[src/rtl/skew_feeder.sv]
// skew_feeder: accepts one ROWS x LENGTH tile from the upstream row shift
// registers and streams it into the systolic array edge with a diagonal skew,
// so that row r starts r steps after row 0. Feeding advances only while
// array_en is high; a single-cycle done pulse marks the end of each tile.
module skew_feeder #(
    parameter int DATA_WIDTH = 8,
    parameter int ROWS       = 4,
    parameter int LENGTH     = 4
) (
    input  logic                          clk,
    input  logic                          reset_n,
    input  logic signed [DATA_WIDTH-1:0]  tile_in [0:ROWS-1][0:LENGTH-1],
    input  logic                          load_valid,
    output logic                          load_ready,
    input  logic                          array_en,
    output logic signed [DATA_WIDTH-1:0]  feed_data [0:ROWS-1],
    output logic [ROWS-1:0]               feed_valid,
    output logic                          busy,
    output logic                          done
);

    // Total skewed steps per tile, and the widths of the step and column indices.
    localparam int            S   = LENGTH + ROWS - 1;
    localparam int            TW  = $clog2(S + 1);
    localparam int            CW  = (LENGTH > 1) ? $clog2(LENGTH) : 1;
    localparam logic [TW-1:0] S_T = TW'(S);

    typedef enum logic {
        IDLE = 1'b0,
        FEED = 1'b1
    } state_t;

    state_t                         state_q, state_d;
    logic [TW-1:0]                  t_q, t_d;
    logic signed [DATA_WIDTH-1:0]   tile_q [0:ROWS-1][0:LENGTH-1];
    logic signed [DATA_WIDTH-1:0]   tile_d [0:ROWS-1][0:LENGTH-1];
    logic signed [DATA_WIDTH-1:0]   feed_data_q [0:ROWS-1];
    logic signed [DATA_WIDTH-1:0]   feed_data_d [0:ROWS-1];
    logic [ROWS-1:0]                feed_valid_q, feed_valid_d;
    logic                           done_q, done_d;
    int                             idx;

    // Next-state logic: tile capture in IDLE, skewed stepping and completion in FEED.
    always_comb begin
        state_d      = state_q;
        t_d          = t_q;
        tile_d       = tile_q;
        feed_data_d  = feed_data_q;
        feed_valid_d = feed_valid_q;
        done_d       = 1'b0;
        idx          = 0;

        case (state_q)
            IDLE: begin
                // Outputs stay quiet while idle; a valid tile is latched whole.
                for (int r = 0; r < ROWS; r++) begin
                    feed_data_d[r] = '0;
                end
                feed_valid_d = '0;
                if (load_valid) begin
                    tile_d  = tile_in;
                    t_d     = '0;
                    state_d = FEED;
                end
            end
            FEED: begin
                // A low array_en holds step, outputs and buffer untouched.
                if (array_en) begin
                    if (t_q == S_T) begin
                        for (int r = 0; r < ROWS; r++) begin
                            feed_data_d[r] = '0;
                        end
                        feed_valid_d = '0;
                        done_d       = 1'b1;
                        t_d          = '0;
                        state_d      = IDLE;
                    end else begin
                        // Row r presents column t-r while that column exists.
                        for (int r = 0; r < ROWS; r++) begin
                            idx = int'(t_q) - r;
                            if (idx >= 0 && idx < LENGTH) begin
                                feed_data_d[r]  = tile_q[r][idx[CW-1:0]];
                                feed_valid_d[r] = 1'b1;
                            end else begin
                                feed_data_d[r]  = '0;
                                feed_valid_d[r] = 1'b0;
                            end
                        end
                        t_d = t_q + TW'(1);
                    end
                end
            end
            default: state_d = IDLE;
        endcase
    end

    // State, step counter, tile buffer and output registers with asynchronous clear.
    always_ff @(posedge clk or negedge reset_n) begin
        if (!reset_n) begin
            state_q      <= IDLE;
            t_q          <= '0;
            for (int r = 0; r < ROWS; r++) begin
                for (int c = 0; c < LENGTH; c++) begin
                    tile_q[r][c] <= '0;
                end
                feed_data_q[r] <= '0;
            end
            feed_valid_q <= '0;
            done_q       <= 1'b0;
        end else begin
            state_q      <= state_d;
            t_q          <= t_d;
            tile_q       <= tile_d;
            feed_data_q  <= feed_data_d;
            feed_valid_q <= feed_valid_d;
            done_q       <= done_d;
        end
    end

    assign feed_data  = feed_data_q;
    assign feed_valid = feed_valid_q;
    assign done       = done_q;
    assign busy       = (state_q == FEED);
    assign load_ready = (state_q == IDLE);

endmodule

[config.mk]
export PLATFORM = sky130hd
export DESIGN_NAME = skew_feeder
export DESIGN_NICKNAME = d
export VERILOG_FILES = /design/src/rtl/skew_feeder.sv
export SDC_FILE = /design/constraint.sdc
export NUM_CORES = 1
export LEC_CHECK = 0
export CAP_MARGIN = 20
export CORE_ASPECT_RATIO = 0.9
export CORE_MARGIN = 2
export CORE_UTILIZATION = 35
export CTS_BUF_LIST = sky130_fd_sc_hd__clkbuf_16
export DETAILED_ROUTE_END_ITERATION = 8
export SLEW_MARGIN = 30
export SYNTH_ARGS = -nofsm -noshare
export SYNTH_HDL_FRONTEND = slang
export SYNTH_SLANG_ARGS = --single-unit
[constraint.sdc]
create_clock -name clk -period 4 [get_ports clk]
set_clock_uncertainty 0.2 [all_clocks]
set_input_delay 1 -clock clk [delete_from_list [all_inputs] [get_ports clk]]
set_output_delay 1 -clock clk [all_outputs]
set_load 0.005 [all_outputs]
==> results of run 1 <==
registers in the layout, summed over array words and instances, names as in the netlist:
| signal | count |
|---|---|
| tile_q | 128 |
| feed_data | 32 |
| feed_valid | 4 |
| t_q | 3 |
| busy | 1 |
| done | 1 |
metal layers:
metal  vias to the layer above  track usage  part of all wire
met3                         8      0.04950             0.056
met5                         -            0                 0
met4                         0      0.04153            0.0085
met1                      2219       0.1994              0.44
met2                       104       0.2519              0.50
li1                       1935            -                 -
cell usage in the layout (no fill, tap or decap), types with 2 or more instances in the layout:
cell	n
clkdlybuf4s50_1	169
dfrtp_1	168
mux2_2	128
a22o_1	33
mux4_2	25
clkbuf_16	17
mux4_1	7
inv_1	6
ha_1	6
buf_4	5
nor2_1	4
o21ai_0	4
clkinv_4	4
a21o_1	3
clkinvlp_4	3
nor2b_4	2
bufinv_16	2
inv_6	2
buf_12	2
cell families (layout without fill, tap and decap cells):
family,Yosys count,in the layout,share of synthesized area
buffers and inverters,33,214,0.03250
and+or+nand+nor,14,14,0.01356
DFF,169,169,0.5874
muxes,161,161,0.3054
xor gates and xnor gates,1,1,0.001217
adders and majority gates,6,6,0.01043
AOI/OAI and AO/OA,42,42,0.04953
report_power, final:
| part | switching [mW] | total, mW | internal [mW] |
|---|---|---|---|
| combinational | 0.832 | 2.38 | 1.55 |
| sequential | 0.415 | 2.91 | 2.49 |
| clock | 0.720 | 1.65 | 0.932 |
metrics by stage:
stage | utilization | hold slack (ns) | instance area (um2)
after floorplan | - | 0.2718 | 7199
after global placement | 0.4525 | 0.2640 | 9100
after detailed placement | 0.4525 | 0.2670 | 9100
after CTS | 0.4821 | 0.2850 | 9696
after global routing | 0.4821 | 0.2989 | 9696
final | 0.4821 | 0.2787 | 9696
area by class of cell:
| type | instances | area (um2) |
|---|---|---|
| fill | 1735 | 10410 |
| sequential | 169 | 4230 |
| multi-input combinational | 224 | 2751 |
| timing repair buffer | 177 | 1780 |
| clock buffer | 17 | 425.4 |
| tap | 255 | 319.1 |
| clock inverter | 15 | 170.2 |
| inverter | 5 | 18.77 |
how the worst max path moves through the flow:
stage,cells past startpoint,end
final,2,load_ready
after global placement,4,feed_data[3]
after global routing,4,feed_data[6]
after detailed placement,4,tile_q[32]
after CTS,2,load_ready
after floorplan,8,feed_data[0]
critical path, delay by kind of cell (launching register included):
family | cells | cell delay (ns)
buffers and inverters | 2 | 0.67
flip-flops | 1 | 0.51
==> metrics.md, run 1 <==
| Metric | Value |
|---|---|
| First-pass GRT wire length | 25680 um |
| DPL Wire Length | 10540 um |
| Hold endpoint | feed_valid[3] |
| Yosys top cell area share | 0.5874 |
| Max_slew headroom | 0.3948 |
| Critical Setup Path Class | reg2out |
| DRT iter0 DRCs | 149 |
| F_max | 356.9 MHz |
| Final Cycle Share | 0.7004 |
| Die width | 155.2 um |
| Num CTS Buffers | 17 |
| WL/cell | 18.47 um |
| Layout cells sized above 1 | 0.3278 |
| Hold WC Path Type | reg2reg |
| Crit-path cells | inv_1 -> clkdlybuf4s50_1 |
| WP data required | 2.80 ns |
| Count of cell types in the netlist | 28 |
| Cell row count | 49 |
| Hold Buf Count CTS | 0 |
| Clock latency on the worst-skew pair | 0.42 ns |
| Worst r2r src | t_q[1] |
| Max-slew violation count | 0 |
| Initial antenna violation count | 1 |
| CTS tree | built |
| Placed insts | 830 |
| Synth async-reset ratio | 1.000 |
| Mapped cell area | 7199 um2 |
| R2R setup slack | 1.28 ns |
| Total track usage | 0.1542 |
| Top area cells in the synthesized netlist | dfrtp_1 59%, mux2_2 20%, mux4_2 7.8% |
| Starting Density | 0.3580 |
| Syn_nets | 564 |
| Endpoints failing setup | 0 |
| Lkg Pwr | 4.125 nW |
| Run status | finished, final reports clean |
| DRC viols | 0 |
| RSZ-0062 raised after global routing | no |
| Final setup TNS | 0 ns |
| Min cycle time layout | 2.802 ns |
| Core area | 20110 um2 |
| DP Worst Slack | 1.027 ns |
| Routed vias/inst | 4.949 |
| Final Worst Setup Slack | 1.198 ns |
| Largest area contributor in the netlist | dfrtp_1 |
| Hold Crit Start | feed_valid[3] |
| Worst Max-Slew Pin Slew | 0.9078 ns |
| CTS sink cnt | 169 |
| Setup crit end kind | output port |
| Average size of a mapped cell | 16.90 um2 |
| Largest net degree at the start of global routing | 129 |
| #FFs+latches synth | 169 |
| Post-synthesis sequential area ratio | 0.5874 |
| Synth Instances | 426 |
| Final Hold Fails | 0 |
| Final Wtd Congestion | 0.7243 |
| First-pass DRT Iterations | 4 |
| Worst setup SP type | register |
| Hold path depth | 1 |
| Clk root buf | clkbuf_16 |
| Total number of vias | 4266 |
| Cell depth of the worst flop-to-flop path | 4 |
| Reg-to-Reg End | feed_data[6] |
| Number of synthesized flops with an enable pin | 0 |
| Routed wire length | 15920 um |
| P&R area growth vs syn | 34.67% |
| Max Cap Viol | 0 |
| Diode count | 0 |
| CTS max path bufs | 2 |
| Slowest-stage cell, CP | dfrtp_1 |
| H-tree depth reported by CTS | 4 |
| Non-filler instance count after layout | 862 |
| Final Power | 6.942 mW |
| Post-CTS setup buffers | 0 |
| Clock-pin slew on the worst setup and hold paths | 0.06 ns |
| Cell with the most instances after synthesis | dfrtp_1 |
| Worst path max stage delay | 0.51 ns |
| PwrDens | 716.0 nW/um2 |
| Worst vdd ir | 0.2856 mV |
| Vias in the first global route | 4732 |
| WP data arrival | 1.60 ns |
| # resized after CTS | 0 |
| Ys flop type | dfrtp_1 |
| Die Ht | 140.1 um |
| Die area | 21730 um2 |
| Worst-path fanout max | 9 |
| GRT overflow | 0 |
| Post-route antenna net violation count | 0 |
| Port Buffer Count | 170 |
| Worst setup startpoint | busy |
| Ports | 171 |
| Commonest cells in the netlist | 169 x dfrtp_1, 128 x mux2_2, 33 x a22o_1, 25 x mux4_2, 14 x buf_4 |
| Nets | 732 |
| Yosys warning count | 0 |
(Power assumes the default switching activity.)
==> run 2: changes to the inputs <==
==> constraint.sdc (replaced) <==
create_clock -name clk -period 2.4 [get_ports clk]
set_clock_uncertainty 0.2 [all_clocks]
set_input_delay 0.6 -clock clk [delete_from_list [all_inputs] [get_ports clk]]
set_output_delay 0.6 -clock clk [all_outputs]
set_load 0.005 [all_outputs]
==> metrics.md, run 2 (synthesis results as in run 1) <==
| Metric | Value |
|---|---|
| Run status | finished, final reports clean |
| Most flops, register | tile_q |
| Vias in the first global route | 4855 |
| Lkg Pwr | 4.255 nW |
| Min cycle time layout | 2.344 ns |
| Placed cell areas | 9345 um2 |
| Post-layout util | 0.4936 |
| Max FFs per register | 128 |
| WP data arrival | 1.54 ns |
| Critical Setup Path Class | reg2out |
| Max_slew headroom | 0.7094 |
| Placed insts | 851 |
| Die area | 21730 um2 |
| Setup crit end kind | output port |
| DPL Wire Length | 11670 um |
| Most frequent cells in the layout | 169 x clkdlybuf4s50_1, 167 x dfrtp_1, 128 x mux2_2 |
| Die Ht | 140.1 um |
| Routed vias/inst | 4.972 |
| Routed wire length | 16800 um |
| Diode count | 0 |
| CTS max path bufs | 2 |
| Worst vdd ir | 0.4760 mV |
| CTS sink cnt | 169 |
| Commonest non-fill, non-tap cell in the layout | clkdlybuf4s50_1 |
| Ports | 171 |
| Worst setup SP type | register |
| DRC viols | 0 |
| Core area | 20110 um2 |
| First-pass DRT Iterations | 4 |
| Port Buffer Count | 170 |
| Slowest-stage cell, CP | clkdlybuf4s50_1 |
| P&R area growth vs syn | 37.87% |
| Fillers | 1704 |
| Total number of vias | 4395 |
| Metal-1 WL | 7401 um |
| Worst Path Buf+Inv | 2 |
| Worst-path fanout max | 9 |
| Starting Density | 0.3580 |
| Crit-path cells | inv_1 -> clkdlybuf4s50_1 |
| Hold Crit Start | feed_valid[1] |
| Largest net degree at the start of global routing | 49 |
| Post-route antenna net violation count | 0 |
| Endpoints failing setup | 0 |
| Final setup TNS | 0 ns |
| Clk root buf | clkbuf_16 |
| Initial antenna violation count | 0 |
| DRT iter0 DRCs | 201 |
| Non-filler instance count after layout | 884 |
| Met3 WL | 897 um |
| Worst setup startpoint | busy |
| H-tree depth reported by CTS | 4 |
| Max-slew violation count | 0 |
| Final Cycle Share | 0.9767 |
| Final Hold Fails | 0 |
| WP data required | 1.60 ns |
| Die width | 155.2 um |
| Multi-input combinational cell area | 2751 um2 |
| Sequential Area | 4232 um2 |
| WL/cell | 19.00 um |
| Hold WC Path Type | reg2reg |
| Cell row count | 49 |
| F_max | 426.6 MHz |
| Num CTS Buffers | 17 |
| Layout cells sized above 1 | 0.3529 |
| DR top layer | met4 |
| Crit path max-delay family | buffers and inverters |
| Worst r2r src | t_q[1] |
| Nets | 754 |
| Clock latency on the worst-skew pair | 0.42 ns |
| GRT overflow | 0 |
| Total track usage | 0.1604 |
| Met2 wire len | 8308 um |
| Worst path max stage delay | 0.51 ns |
| Worst Max-Slew Pin Slew | 0.4360 ns |
| Final Wtd Congestion | 0.7419 |
| Finished Cell Area | 9926 um2 |
| RSZ-0062 raised after global routing | no |
| CTS tree | built |
| Max Cap Viol | 0 |
| PwrDens | 1182 nW/um2 |
| First-pass GRT wire length | 26920 um |
| Clock-pin slew on the worst setup and hold paths | 0.07 ns |
run 2: cell count changes in the layout (fill, tap and decap cells not counted), moves of 2 or more:
cell and change:
buf_4 +14, inv_8 +2, clkinv_4 -2, buf_12 +7, clkinv_2 +2
run 2: final timing paths:
kind	cells after the start	end	slack [ns]
worst max-delay path	2	load_ready	0.06
worst min-delay path	1	feed_valid[1]	0.29
worst max register to register	6	feed_data[7]	0.34
worst min register to register	1	feed_valid[1]	0.29
max in group asynchronous	3	busy	0.90
min in group asynchronous	2	tile_q[101]	0.45
run 2: area by class of cell:
| cell class | count | area share |
|---|---|---|
| sequential | 169 | 0.4263 |
| multi-input combinational | 224 | 0.2772 |
| timing repair buffer | 199 | 0.2051 |
| clock buffer | 17 | 0.04286 |
| tap | 255 | 0.03214 |
| clock inverter | 15 | 0.01450 |
| inverter | 5 | 0.001891 |
run 2: power breakdown:
group	leakage, nW	switching [mW]	internal (mW)	total [mW]
sequential	2.10	0.675	4.15	4.83
clock	0.277	1.23	1.46	2.69
combinational	1.88	1.49	2.73	4.22
run 2: metrics by stage:
stage	hold slack, ns	worst slack [ns]	total power, mW
final	0.2851	0.05592	11.74
after floorplan	0.1044	0.1141	7.609
after global routing	0.3146	0.00008960	12.48
after global placement	0.2617	0.08006	8.985
after CTS	0.2941	0.005628	11.93
after detailed placement	0.2658	0.03918	9.195
run 2: metal layers:
metal  vias to the layer above  track usage
li1                       1978            -
met1                      2293       0.2076
met2                       111       0.2671
met3                        13      0.04208
met4                         0      0.04684
met5                         -            0
run 2: timing repair:
action                     4_1_cts  5_1_grt
resized for setup                1        0
setup endpoints to repair        1        0
hold buffers                     1        0
setup buffers                    0        0
hold endpoints to repair        37        0
